## config.mk

```make
export PLATFORM = sky130hd
export DESIGN_NAME = vita49_pack_mc_flat
export DESIGN_NICKNAME = d
export VERILOG_FILES = /design/src/rtl/vita49_pack_mc_if.sv /design/src/rtl/vita49_pack_mc.sv /design/src/flat_wrapper.sv
export SDC_FILE = /design/constraint.sdc
export NUM_CORES = 1
export LEC_CHECK = 0
export BUFFER_PORTS_ARGS = -buffer_cell sky130_fd_sc_hd__buf_2
export CORE_ASPECT_RATIO = 0.8
export CORE_MARGIN = 2
export CORE_UTILIZATION = 50
export CTS_BUF_LIST = sky130_fd_sc_hd__clkbuf_4 sky130_fd_sc_hd__clkbuf_8
export CTS_CLUSTER_DIAMETER = 60
export DETAILED_ROUTE_END_ITERATION = 8
export GPL_TIMING_DRIVEN = 0
export PLACE_DENSITY_LB_ADDON = 0.15
export SYNTH_ARGS = -nofsm -noshare
export SYNTH_HDL_FRONTEND = slang
export SYNTH_SLANG_ARGS = --single-unit
```

## constraint.sdc

```tcl
create_clock -name AXIS_ACLK -period 11.6 [get_ports AXIS_ACLK]
set_input_delay 0 -clock AXIS_ACLK [delete_from_list [all_inputs] [get_ports AXIS_ACLK]]
set_output_delay 0 -clock AXIS_ACLK [all_outputs]
set_load 0.01 [all_outputs]
```

## src/rtl/vita49_pack_mc_if.sv

```systemverilog
// Stream bundle for vita49_pack_mc: NUM_CHAN AXI-Stream input lanes and the packed output stream.
interface vita49_pack_mc_if #(
    parameter int NUM_CHAN = 2
);
    logic [32*NUM_CHAN-1:0] S_AXIS_TDATA;
    logic [NUM_CHAN-1:0]    S_AXIS_TVALID;
    logic [NUM_CHAN-1:0]    S_AXIS_TLAST;
    logic [NUM_CHAN-1:0]    S_AXIS_TREADY;
    logic [31:0]            M_AXIS_TDATA;
    logic                   M_AXIS_TVALID;
    logic                   M_AXIS_TLAST;
    logic                   M_AXIS_TREADY;

    modport master (
        input  S_AXIS_TDATA, S_AXIS_TVALID, S_AXIS_TLAST, M_AXIS_TREADY,
        output S_AXIS_TREADY, M_AXIS_TDATA, M_AXIS_TVALID, M_AXIS_TLAST
    );

    modport slave (
        output S_AXIS_TDATA, S_AXIS_TVALID, S_AXIS_TLAST, M_AXIS_TREADY,
        input  S_AXIS_TREADY, M_AXIS_TDATA, M_AXIS_TVALID, M_AXIS_TLAST
    );
endinterface

```

## src/rtl/vita49_pack_mc.sv

```systemverilog
// Multi-channel VITA49 packetiser: picks an input stream round-robin and wraps its samples in
// header, stream ID, optional class ID, timestamps, zero padding and an optional trailer.
module vita49_pack_mc #(
    parameter int NUM_CHAN = 2,
    parameter int CHW      = (NUM_CHAN > 1) ? $clog2(NUM_CHAN) : 1
) (
    input  logic             AXIS_ACLK,
    input  logic             AXIS_ARESET,
    vita49_pack_mc_if.master axis,
    input  logic [31:0]      ctrl,
    input  logic [31:0]      streamID_base,
    input  logic [63:0]      classID,
    input  logic [15:0]      pkt_size,
    input  logic [31:0]      trailer,
    input  logic [31:0]      timestamp_sec,
    input  logic [63:0]      timestamp_fsec,
    output logic [31:0]      status
);
    typedef enum logic [3:0] {
        IDLE = 4'd0, HDR  = 4'd1, SID  = 4'd2, CID0 = 4'd3, CID1 = 4'd4, TSI = 4'd5,
        TSF0 = 4'd6, TSF1 = 4'd7, PAY  = 4'd8, ZERO = 4'd9, TRL  = 4'd10
    } state_t;

    state_t state_r, state_nxt;

    logic [31:0]     ctrl_r, sid_base_r, trailer_r;
    logic [63:0]     class_id_r;
    logic [15:0]     pkt_size_r;
    logic            c_r, t_r, size_err_r;
    logic [15:0]     len_r, word_cnt_r;
    logic [31:0]     sid_r, trl_r, ts_sec_r;
    logic [63:0]     cid_r, ts_fsec_r;
    logic [CHW-1:0]  sel_r, last_ch_r;
    logic [3:0]      pkt_cnt_r [NUM_CHAN];

    logic [NUM_CHAN-1:0] en_s, s_ready_s;
    logic                start_s, srst_s, too_small_s, pay_last_s;
    logic [15:0]         hdr_words_s, min_len_s;
    logic                sel_valid_s, sel_last_s, arb_found_s, launch_s, eop_s, m_fire_s;
    logic [31:0]         sel_data_s, m_data_s;
    logic                m_valid_s, m_last_s;
    logic [CHW-1:0]      arb_idx_s, cand_idx_s;
    int                  cand_s;
    logic                ctrl_unused_s;

    assign start_s       = ctrl_r[0];
    assign srst_s        = ctrl_r[1];
    assign en_s          = ctrl_r[4 +: NUM_CHAN];
    assign ctrl_unused_s = ^ctrl_r[31:4+NUM_CHAN];
    assign hdr_words_s   = 16'd5 + (ctrl_r[3] ? 16'd2 : 16'd0);
    assign min_len_s     = hdr_words_s + {15'd0, ctrl_r[2]} + 16'd1;
    assign too_small_s   = (pkt_size_r < min_len_s);
    assign pay_last_s    = (word_cnt_r == (len_r - {15'd0, t_r} - 16'd1));
    assign sel_valid_s   = axis.S_AXIS_TVALID[sel_r];
    assign sel_last_s    = axis.S_AXIS_TLAST[sel_r];
    assign sel_data_s    = axis.S_AXIS_TDATA[{sel_r, 5'd0} +: 32];
    assign m_fire_s      = m_valid_s & axis.M_AXIS_TREADY;

    // Round-robin search for a valid, enabled channel starting after the last one served
    always_comb begin
        arb_found_s = 1'b0;
        arb_idx_s   = {CHW{1'b0}};
        cand_s      = 0;
        cand_idx_s  = {CHW{1'b0}};
        for (int i = 1; i <= NUM_CHAN; i++) begin
            cand_s = 32'(last_ch_r) + i;
            if (cand_s >= NUM_CHAN) cand_s = cand_s - NUM_CHAN;
            else                    cand_s = cand_s;
            cand_idx_s = CHW'(cand_s);
            if (!arb_found_s && en_s[cand_idx_s] && axis.S_AXIS_TVALID[cand_idx_s]) begin
                arb_found_s = 1'b1;
                arb_idx_s   = cand_idx_s;
            end else begin
                arb_found_s = arb_found_s;
            end
        end
    end

    // Next-state logic; launch_s marks packet start, eop_s the final output transfer
    always_comb begin
        state_nxt = state_r;
        launch_s  = 1'b0;
        eop_s     = 1'b0;
        if (srst_s) begin
            state_nxt = IDLE;
        end else begin
            case (state_r)
                IDLE: begin
                    if (start_s && !too_small_s && arb_found_s) begin
                        state_nxt = HDR;
                        launch_s  = 1'b1;
                    end else begin
                        state_nxt = IDLE;
                    end
                end
                HDR:  state_nxt = m_fire_s ? SID : HDR;
                SID:  state_nxt = m_fire_s ? (c_r ? CID0 : TSI) : SID;
                CID0: state_nxt = m_fire_s ? CID1 : CID0;
                CID1: state_nxt = m_fire_s ? TSI : CID1;
                TSI:  state_nxt = m_fire_s ? TSF0 : TSI;
                TSF0: state_nxt = m_fire_s ? TSF1 : TSF0;
                TSF1: state_nxt = m_fire_s ? PAY : TSF1;
                PAY, ZERO: begin
                    // A TLAST landing on the last payload word ends normally, with no padding
                    if (m_fire_s && pay_last_s) begin
                        state_nxt = t_r ? TRL : IDLE;
                        eop_s     = ~t_r;
                    end else if (m_fire_s && sel_last_s && (state_r == PAY)) begin
                        state_nxt = ZERO;
                    end else begin
                        state_nxt = state_r;
                    end
                end
                TRL: begin
                    state_nxt = m_fire_s ? IDLE : TRL;
                    eop_s     = m_fire_s;
                end
                default: state_nxt = IDLE;
            endcase
        end
    end

    // Output word mux; everything except the payload pass-through comes from held registers
    always_comb begin
        m_data_s  = 32'd0;
        m_valid_s = 1'b0;
        m_last_s  = 1'b0;
        s_ready_s = {NUM_CHAN{1'b0}};
        case (state_r)
            HDR: begin
                m_valid_s = 1'b1;
                m_data_s  = {4'b0001, c_r, t_r, 2'b00, 2'b11, 2'b01, pkt_cnt_r[sel_r], len_r};
            end
            SID:  begin m_valid_s = 1'b1; m_data_s = sid_r;             end
            CID0: begin m_valid_s = 1'b1; m_data_s = cid_r[63:32];      end
            CID1: begin m_valid_s = 1'b1; m_data_s = cid_r[31:0];       end
            TSI:  begin m_valid_s = 1'b1; m_data_s = ts_sec_r;          end
            TSF0: begin m_valid_s = 1'b1; m_data_s = ts_fsec_r[63:32];  end
            TSF1: begin m_valid_s = 1'b1; m_data_s = ts_fsec_r[31:0];   end
            PAY: begin
                m_valid_s        = sel_valid_s;
                m_data_s         = sel_data_s;
                m_last_s         = sel_valid_s & pay_last_s & ~t_r;
                s_ready_s[sel_r] = axis.M_AXIS_TREADY;
            end
            ZERO: begin
                m_valid_s = 1'b1;
                m_last_s  = pay_last_s & ~t_r;
            end
            TRL: begin
                m_valid_s = 1'b1;
                m_data_s  = trl_r;
                m_last_s  = 1'b1;
            end
            default: m_valid_s = 1'b0;
        endcase
    end

    // Configuration inputs are sampled every cycle; only these copies feed the logic
    always_ff @(posedge AXIS_ACLK or posedge AXIS_ARESET) begin
        if (AXIS_ARESET) begin
            ctrl_r     <= 32'd0;
            sid_base_r <= 32'd0;
            class_id_r <= 64'd0;
            pkt_size_r <= 16'd0;
            trailer_r  <= 32'd0;
        end else begin
            ctrl_r     <= ctrl;
            sid_base_r <= streamID_base;
            class_id_r <= classID;
            pkt_size_r <= pkt_size;
            trailer_r  <= trailer;
        end
    end

    // Packet state, counters and per-packet field snapshots
    always_ff @(posedge AXIS_ACLK or posedge AXIS_ARESET) begin
        if (AXIS_ARESET) begin
            state_r    <= IDLE;
            word_cnt_r <= 16'd0;
            size_err_r <= 1'b0;
            sel_r      <= {CHW{1'b0}};
            last_ch_r  <= CHW'(NUM_CHAN - 1);
            c_r        <= 1'b0;
            t_r        <= 1'b0;
            len_r      <= 16'd0;
            sid_r      <= 32'd0;
            cid_r      <= 64'd0;
            trl_r      <= 32'd0;
            ts_sec_r   <= 32'd0;
            ts_fsec_r  <= 64'd0;
            for (int k = 0; k < NUM_CHAN; k++) pkt_cnt_r[k] <= 4'd0;
        end else begin
            state_r <= state_nxt;
            if (srst_s || eop_s) word_cnt_r <= 16'd0;
            else if (m_fire_s)   word_cnt_r <= word_cnt_r + 16'd1;
            else                 word_cnt_r <= word_cnt_r;

            if (srst_s)                                size_err_r <= 1'b0;
            else if (state_r != IDLE)                  size_err_r <= size_err_r;
            else if (too_small_s && start_s)           size_err_r <= 1'b1;
            else if (!too_small_s)                     size_err_r <= 1'b0;
            else                                       size_err_r <= size_err_r;

            if (eop_s) begin
                pkt_cnt_r[sel_r] <= pkt_cnt_r[sel_r] + 4'd1;
                last_ch_r        <= sel_r;
            end
            if (launch_s) begin
                sel_r     <= arb_idx_s;
                c_r       <= ctrl_r[3];
                t_r       <= ctrl_r[2];
                len_r     <= pkt_size_r;
                sid_r     <= sid_base_r + {{(32-CHW){1'b0}}, arb_idx_s};
                cid_r     <= class_id_r;
                trl_r     <= trailer_r;
                ts_sec_r  <= timestamp_sec;
                ts_fsec_r <= timestamp_fsec;
            end
        end
    end

    assign axis.M_AXIS_TDATA  = m_data_s;
    assign axis.M_AXIS_TVALID = m_valid_s;
    assign axis.M_AXIS_TLAST  = m_last_s;
    assign axis.S_AXIS_TREADY = s_ready_s;
    assign status = {word_cnt_r, {(11-CHW){1'b0}}, sel_r, size_err_r, state_r};
endmodule
```

## src/flat_wrapper.sv

```systemverilog
// flat-port wrapper written by rule: the top's interface ports become plain ports
module vita49_pack_mc_flat 
#(
    parameter int NUM_CHAN = 2,
    parameter int CHW      = (NUM_CHAN > 1) ? $clog2(NUM_CHAN) : 1
)
  (AXIS_ACLK, AXIS_ARESET, ctrl, streamID_base, classID, pkt_size, trailer, timestamp_sec, timestamp_fsec, status, axis_S_AXIS_TDATA, axis_S_AXIS_TVALID, axis_S_AXIS_TLAST, axis_M_AXIS_TREADY, axis_S_AXIS_TREADY, axis_M_AXIS_TDATA, axis_M_AXIS_TVALID, axis_M_AXIS_TLAST);
  vita49_pack_mc_if #(.NUM_CHAN(NUM_CHAN)) axis_i ();
  input  logic AXIS_ACLK;
  input  logic AXIS_ARESET;
  input  logic [31:0] ctrl;
  input  logic [31:0] streamID_base;
  input  logic [63:0] classID;
  input  logic [15:0] pkt_size;
  input  logic [31:0] trailer;
  input  logic [31:0] timestamp_sec;
  input  logic [63:0] timestamp_fsec;
  output logic [31:0] status;
  input wire logic [$bits(axis_i.S_AXIS_TDATA)-1:0] axis_S_AXIS_TDATA;
  input wire logic [$bits(axis_i.S_AXIS_TVALID)-1:0] axis_S_AXIS_TVALID;
  input wire logic [$bits(axis_i.S_AXIS_TLAST)-1:0] axis_S_AXIS_TLAST;
  input wire logic [$bits(axis_i.M_AXIS_TREADY)-1:0] axis_M_AXIS_TREADY;
  output wire logic [$bits(axis_i.S_AXIS_TREADY)-1:0] axis_S_AXIS_TREADY;
  output wire logic [$bits(axis_i.M_AXIS_TDATA)-1:0] axis_M_AXIS_TDATA;
  output wire logic [$bits(axis_i.M_AXIS_TVALID)-1:0] axis_M_AXIS_TVALID;
  output wire logic [$bits(axis_i.M_AXIS_TLAST)-1:0] axis_M_AXIS_TLAST;
  assign axis_i.S_AXIS_TDATA = axis_S_AXIS_TDATA;
  assign axis_i.S_AXIS_TVALID = axis_S_AXIS_TVALID;
  assign axis_i.S_AXIS_TLAST = axis_S_AXIS_TLAST;
  assign axis_i.M_AXIS_TREADY = axis_M_AXIS_TREADY;
  assign axis_S_AXIS_TREADY = axis_i.S_AXIS_TREADY;
  assign axis_M_AXIS_TDATA = axis_i.M_AXIS_TDATA;
  assign axis_M_AXIS_TVALID = axis_i.M_AXIS_TVALID;
  assign axis_M_AXIS_TLAST = axis_i.M_AXIS_TLAST;
  vita49_pack_mc #(.NUM_CHAN(NUM_CHAN), .CHW(CHW)) u_core (.AXIS_ACLK(AXIS_ACLK), .AXIS_ARESET(AXIS_ARESET), .axis(axis_i), .ctrl(ctrl), .streamID_base(streamID_base), .classID(classID), .pkt_size(pkt_size), .trailer(trailer), .timestamp_sec(timestamp_sec), .timestamp_fsec(timestamp_fsec), .status(status));
endmodule
```

After elaboration in Yosys (flattened, before gate mapping). Index checks and enable logic that the tools add are counted.

Shifts and indexed selects: 1. Multiplexer cells: 58. Reductions and logical operators: 20. Equal/unequal tests: 14. Div/mod/pow operators: 0. $mul: 0. Bitwise logic cells: 7. $lt $le $gt $ge: 9. Add/subtract/negate cells: 12.

Operators by type and width (count): 32-bit one-hot mux with 9 select lines (1); 64-bit by 7-bit variable part select with 32-bit output (1); 4-bit two-way mux (11); 4-bit one-hot mux with 10 select lines (1); 16-bit by 1-bit adder with 16-bit output (second input constant) (2); 32-bit by 1-bit adder with 32-bit output (1); 16-bit two-way mux (2); 1-bit two-way mux (31); 16-bit by 1-bit adder with 16-bit output (1); 3-bit by 16-bit adder with 16-bit output (first input constant) (1); 16-bit == test (1); 4-bit by 3-bit == test with 1-bit output (second input constant) (4); 16-bit < comparator (1); 16-bit by 1-bit subtractor with 16-bit output (1); 16-bit by 1-bit subtractor with 16-bit output (second input constant) (1); 4-bit == test (second input constant) (3); 1-bit logical AND (11); 9-bit OR reduction (1); 8-bit bitwise mux (1); 4-bit by 2-bit == test with 1-bit output (second input constant) (2); 2-bit two-way mux (4); 1-bit by 2-bit < comparator with 1-bit output (second input constant) (3); 3-bit two-way mux (2); 4-bit by 1-bit adder with 4-bit output (second input constant) (1); 26 further kinds (33).

Input port bits: 343. Memories kept: 0. Logic and storage cells: 141. Bits in writable memories: 0. Latch bits: 0. Flip-flop bits (word level): 423. Memory bits (read-only): 0. Output and inout bits: 68.

Longest topological paths before layout.
Depth after elaboration: 15. Depth in mapped cells: 14.

Worst setup path before layout. Ideal clock, no wire load.

Path type: register to register. From: register u_core.t_r. To: register u_core.word_cnt_r[0]. Period minus slack after synthesis: 3.183 ns. Slack: 8.417 ns. Arrival time: 3.041 ns. Library setup time: 0.142 ns. Path buffers: 3. Required time: 11.458 ns. Cell stages (with the launch flop): 15. Path through: dfrtp_1 > inv_1 > ha_1 > inv_1 > ha_1 > clkbuf_1 > or3b_2 > or4_4 > o211ai_2 > nor2_2 > nor4_4 > or2_1 > buf_6 > buf_12 > nor3_2.

Word-level cells in the longest chain between the ends: 9. Elaborated cells between the ends (all ways): 11. Classes of those cells: add/sub (2); eq/ne (1); mux (4); bitwise (1); reduce/logical (3).

RTL lines: start, declared (line vita49_pack_mc.sv:29) `logic c_r, t_r, size_err_r;`; start signal, assigned (line vita49_pack_mc.sv:212) `t_r <= ctrl_r[2];`; 16-bit by 1-bit subtractor with 16-bit output (2 in series) (line vita49_pack_mc.sv:53) `assign pay_last_s = (word_cnt_r == (len_r - {15'd0, t_r} - 16'd1));`; 16-bit == test (line vita49_pack_mc.sv:53); 1-bit logical AND (line vita49_pack_mc.sv:105) `if (m_fire_s && pay_last_s) begin`; 1-bit two-way mux (*) (line vita49_pack_mc.sv:105); 1-bit one-hot mux with 2 select lines (*) (line vita49_pack_mc.sv:87) `case (state_r)`; 1-bit two-way mux (*) (line vita49_pack_mc.sv:84) `if (srst_s) begin`; 1-bit logical OR (*) (line vita49_pack_mc.sv:195) `if (srst_s || eop_s) word_cnt_r <= 16'd0;`; 16-bit two-way mux / 2-bit nonzero test (equally long branches); end signal, assigned (line vita49_pack_mc.sv:196) `else if (m_fire_s) word_cnt_r <= word_cnt_r + 16'd1;`; end signal, assigned (line vita49_pack_mc.sv:197) `else word_cnt_r <= word_cnt_r;`; end, declared (line vita49_pack_mc.sv:30) `logic [15:0] len_r, word_cnt_r;`.

Mark *: on every way between the ends. The rest lies on a longest branch, timed or not. A chain may end at the register's enable or synchronous reset.

Worst setup path in the final report.
From: register u_core.state_r[0]. To: output axis_M_AXIS_TDATA[26].

Word-level cells in the longest chain between the ends: 2. Elaborated cells between the ends (all ways): 10. Classes of those cells: eq/ne (9); mux (1).

RTL lines: start, declared (line vita49_pack_mc.sv:24) `state_t state_r, state_nxt;`; start signal, assigned (line vita49_pack_mc.sv:194) `state_r <= state_nxt;`; 4-bit == test (tied with other cells) (line vita49_pack_mc.sv:129) `case (state_r)`; 32-bit one-hot mux with 9 select lines (*) (line vita49_pack_mc.sv:129); end, declared (line flat_wrapper.sv:24) `output wire logic [$bits(axis_i.M_AXIS_TDATA)-1:0] axis_M_AXIS_TDATA;`.

Marks and branches as above.

==> flow_metrics.tcl <==
set metrics [dict create \
    drt_iter0_markers 1289 \
    clock_skew_ns 0.0228 \
    area_delta_synth_final_pct 38.5 \
    hold_ws_ns 0.0384 \
    cts_root_buf "clkbuf_8" \
    layout.cells.non_filler 2579 \
    synth_seq_cells 423 \
    track_usage_pct 35.4 \
    gp_congestion 0.921 \
    gr-usage-met2_pct 55.5 \
    path_class "flip-flop to output pin" \
    clk_pin_slew_worst_paths_ns 0.06 \
    grt_max_degree 46 \
    grtUsageMet3_pct 9.75 \
    synth_cells 1337 \
    antenna_found_initial 3 \
    final-hold-violation-count 0 \
    num_rows 61 \
    drt-vias-per-instance 5.64 \
    clk_latency_ns 0.61 \
    h-tree-depth 3 \
    setup_violations 0 \
    die_area_um2 36600 \
    crit_family "buffers and inverters" \
    cp-end-kind "output pin" \
    yosysMostFrequentCell "dfrtp_1" \
    fmax_ghz 0.198 \
    power.total_mw 4.10 \
    rsz0062_at_grt "false" \
    hp-class "primary input to flip-flop" \
    setup_tns_ns 0 \
    synth_cell_types 66 \
    outcome "complete, no violations" \
    synth_top_area_cell "dfrtp_1" \
    drc 0 \
    clk_path_buf_depth 3 \
    ys_top_cells_by_count "422 x dfrtp_1, 217 x mux2_2, 69 x clkbuf_1, 59 x nand2_1, 53 x nor2_1" \
    avgRoutedWirePerCell_um 25.1 \
    path_cells "clkbuf_1 > nand2_1 > nor3_1 > clkbuf_1 > buf_1 > a22oi_1 > nand3_1 > buf_2" \
    synth-main-ff-cell "dfrtp_1" \
    grt_pass1_wl_mm 92.5 \
    first_pass_iters 6 \
    report.final.slew_viol_count 0 \
    netlist_area_um2 17500 \
    worst_pin_slew_ns 1.40 \
    path_buf_inv 4 \
    slew_headroom_pct 6.43 \
    cts_sinks 423 \
    synth_edf_count 0 \
    synth_area_leaders "dfrtp_1 60%, mux2_2 14%, mux2i_1 2.0%, xor2_1 1.8%, a22oi_1 1.7%" \
    portBuffers 374 \
    fin_crit_ns 5.04 \
    vias 14556 \
    max-vdd-ir-drop_v 0.0000990 \
    synth_area_per_cell_um2 13.1 \
    fp.dieH_um 171 \
    crit_fanout 10 \
    busiest_layer "met2" \
    drt.antenna.violating_nets 0 \
    chipWidth_um 213 \
    grt.met1_usage_pct 46.9 \
    worstPathArrival_ns 5.04 \
    pin_count 411 \
    nNetsFinal 2404 \
    cp-start-kind "flip-flop" \
    post-route-period-util_pct 43.5 \
    core_area_um2 34700 \
    wl_mm 64.7 \
    critPathRequiredTime_ns 11.60 \
    dp_hpwl_mm 43.5 \
    cts_inserted_buffers 69 \
    synth_top_area_share_pct 60.3 \
    maxCapViolations 0 \
    yosys_warnings 0 \
    crit_path_top_delay_cell "buf_1" \
    cts_setup_buffers 0 \
    max_stage_delay_ns 1.05 \
    drive_gt1_share_pct 36.6 \
    synth_async_sr_flop_share_pct 100 \
    initial_utilization_pct 50.6 \
    cts_tree "built" \
    p_leak_nw 10.8 \
    synth-seq-area-share_pct 60.4 \
    grt_pass1_vias 14958 \
    overflow 0 \
    path_common_cell "clkbuf_1" \
    dpl.cell_count 2203 \
    p_per_area_nw_per_um2 169 \
]
[final cells by class]
class | instances | area [um2]
sequential | 423 | 10600
fill | 2493 | 10400
multi-input combinational | 821 | 6510
timing repair buffer | 635 | 4590
clock buffer | 107 | 1370
tap | 472 | 591
buffer | 92 | 430
clock inverter | 13 | 129
inverter | 10 | 41.3
antenna | 6 | 15.0
[metal layers]
metal | share of wire, % | up-vias | routed length (um)
met5 | 0.020 | - | 13
met4 | 3.8 | 2 | 2470
met3 | 9.5 | 157 | 6150
met2 | 46 | 746 | 29600
met1 | 41 | 7345 | 26400
li1 | - | 6306 | -
[final timing paths]
kind / start / end / slack, ns / cells past startpoint
worst max register to register: u_core.ctrl_r[3]$_DFF_PP0_ / u_core.sid_r[10]$_DFFE_PP0P_ / 7.52 / 9
min in group asynchronous: AXIS_ARESET / u_core.trailer_r[9]$_DFF_PP0_ / 0.55 / 4
worst min register to register: u_core.class_id_r[36]$_DFF_PP0_ / u_core.cid_r[36]$_DFFE_PP0P_ / 0.47 / 1
worst max-delay path: u_core.state_r[0]$_DFFE_PP0P_ / axis_M_AXIS_TDATA[26] / 6.56 / 8
worst min-delay path: axis_S_AXIS_TVALID[1] / u_core.state_r[0]$_DFFE_PP0P_ / 0.04 / 4
max in group asynchronous: AXIS_ARESET / u_core.class_id_r[61]$_DFF_PP0_ / 9.66 / 8
[worst min-delay path: stages]
cell and delay (ns):
buf_2 0.12, nand2_1 0.09, a211oi_1 0.09, o31a_1 0.29
[what timing repair did]
action                    4_1_cts  5_1_grt
hold buffers                  250        0
resized for setup               0        0
hold endpoints to repair      383        0
[report_power, final]
part / internal [mW] / switching (mW)
combinational: 0.399 / 0.341
clock: 0.795 / 0.601
sequential: 1.77 / 0.199
[cell usage in the layout, fill, tap and decap left out, types with 40 or more instances in the layout]
cell             n
dfrtp_1        422
buf_2          374
dlygate4sd3_1  250
mux2_2         217
clkbuf_8        90
clkbuf_1        68
nand2_1         59
nor2_1          53
nand3_1         49
a21oi_1         45
o21ai_0         40
a22oi_1         40
[per-stage QoR]
step	utilization (%)	worst slack [ns]	instance area [um2]
3_3_place_gp	57.8	3.65	20000
6_report	70.0	6.56	24300
5_1_grt	70.0	6.45	24300
2_1_floorplan	-	5.89	17600
4_1_cts	70.0	6.72	24200
3_5_place_dp	58.4	7.38	20200
[flip-flops by register name, indices dropped and copies added, names as in the netlist, 4 cells and up]
name	count
u_core.pkt_size_r	16
u_core.ts_sec_r	32
u_core.cid_r	64
u_core.len_r	16
u_core.ts_fsec_r	64
u_core.pkt_cnt_r	8
u_core.trl_r	32
u_core.ctrl_r	6
u_core.sid_base_r	32
u_core.word_cnt_r	16
u_core.state_r	4
u_core.sid_r	32
u_core.trailer_r	32
u_core.class_id_r	64
[cells by family (layout without fill, tap and decap cells)]
group                    after synthesis  in the layout  synth area share [%]
AND/OR/NAND/NOR                      269            269                  8.23
buffers and inverters                102            857                  2.66
flip-flops                           423            423                  60.4
multiplexers                         254            254                  16.1
AO/OA/AOI/OAI                        210            210                  8.49
XOR/XNOR                              69             69                  3.45
adder cells (fa/ha/maj)                9              9                 0.643
other                                  1             16                0.0214
Note: power is estimated with default switching activity, not from simulation.
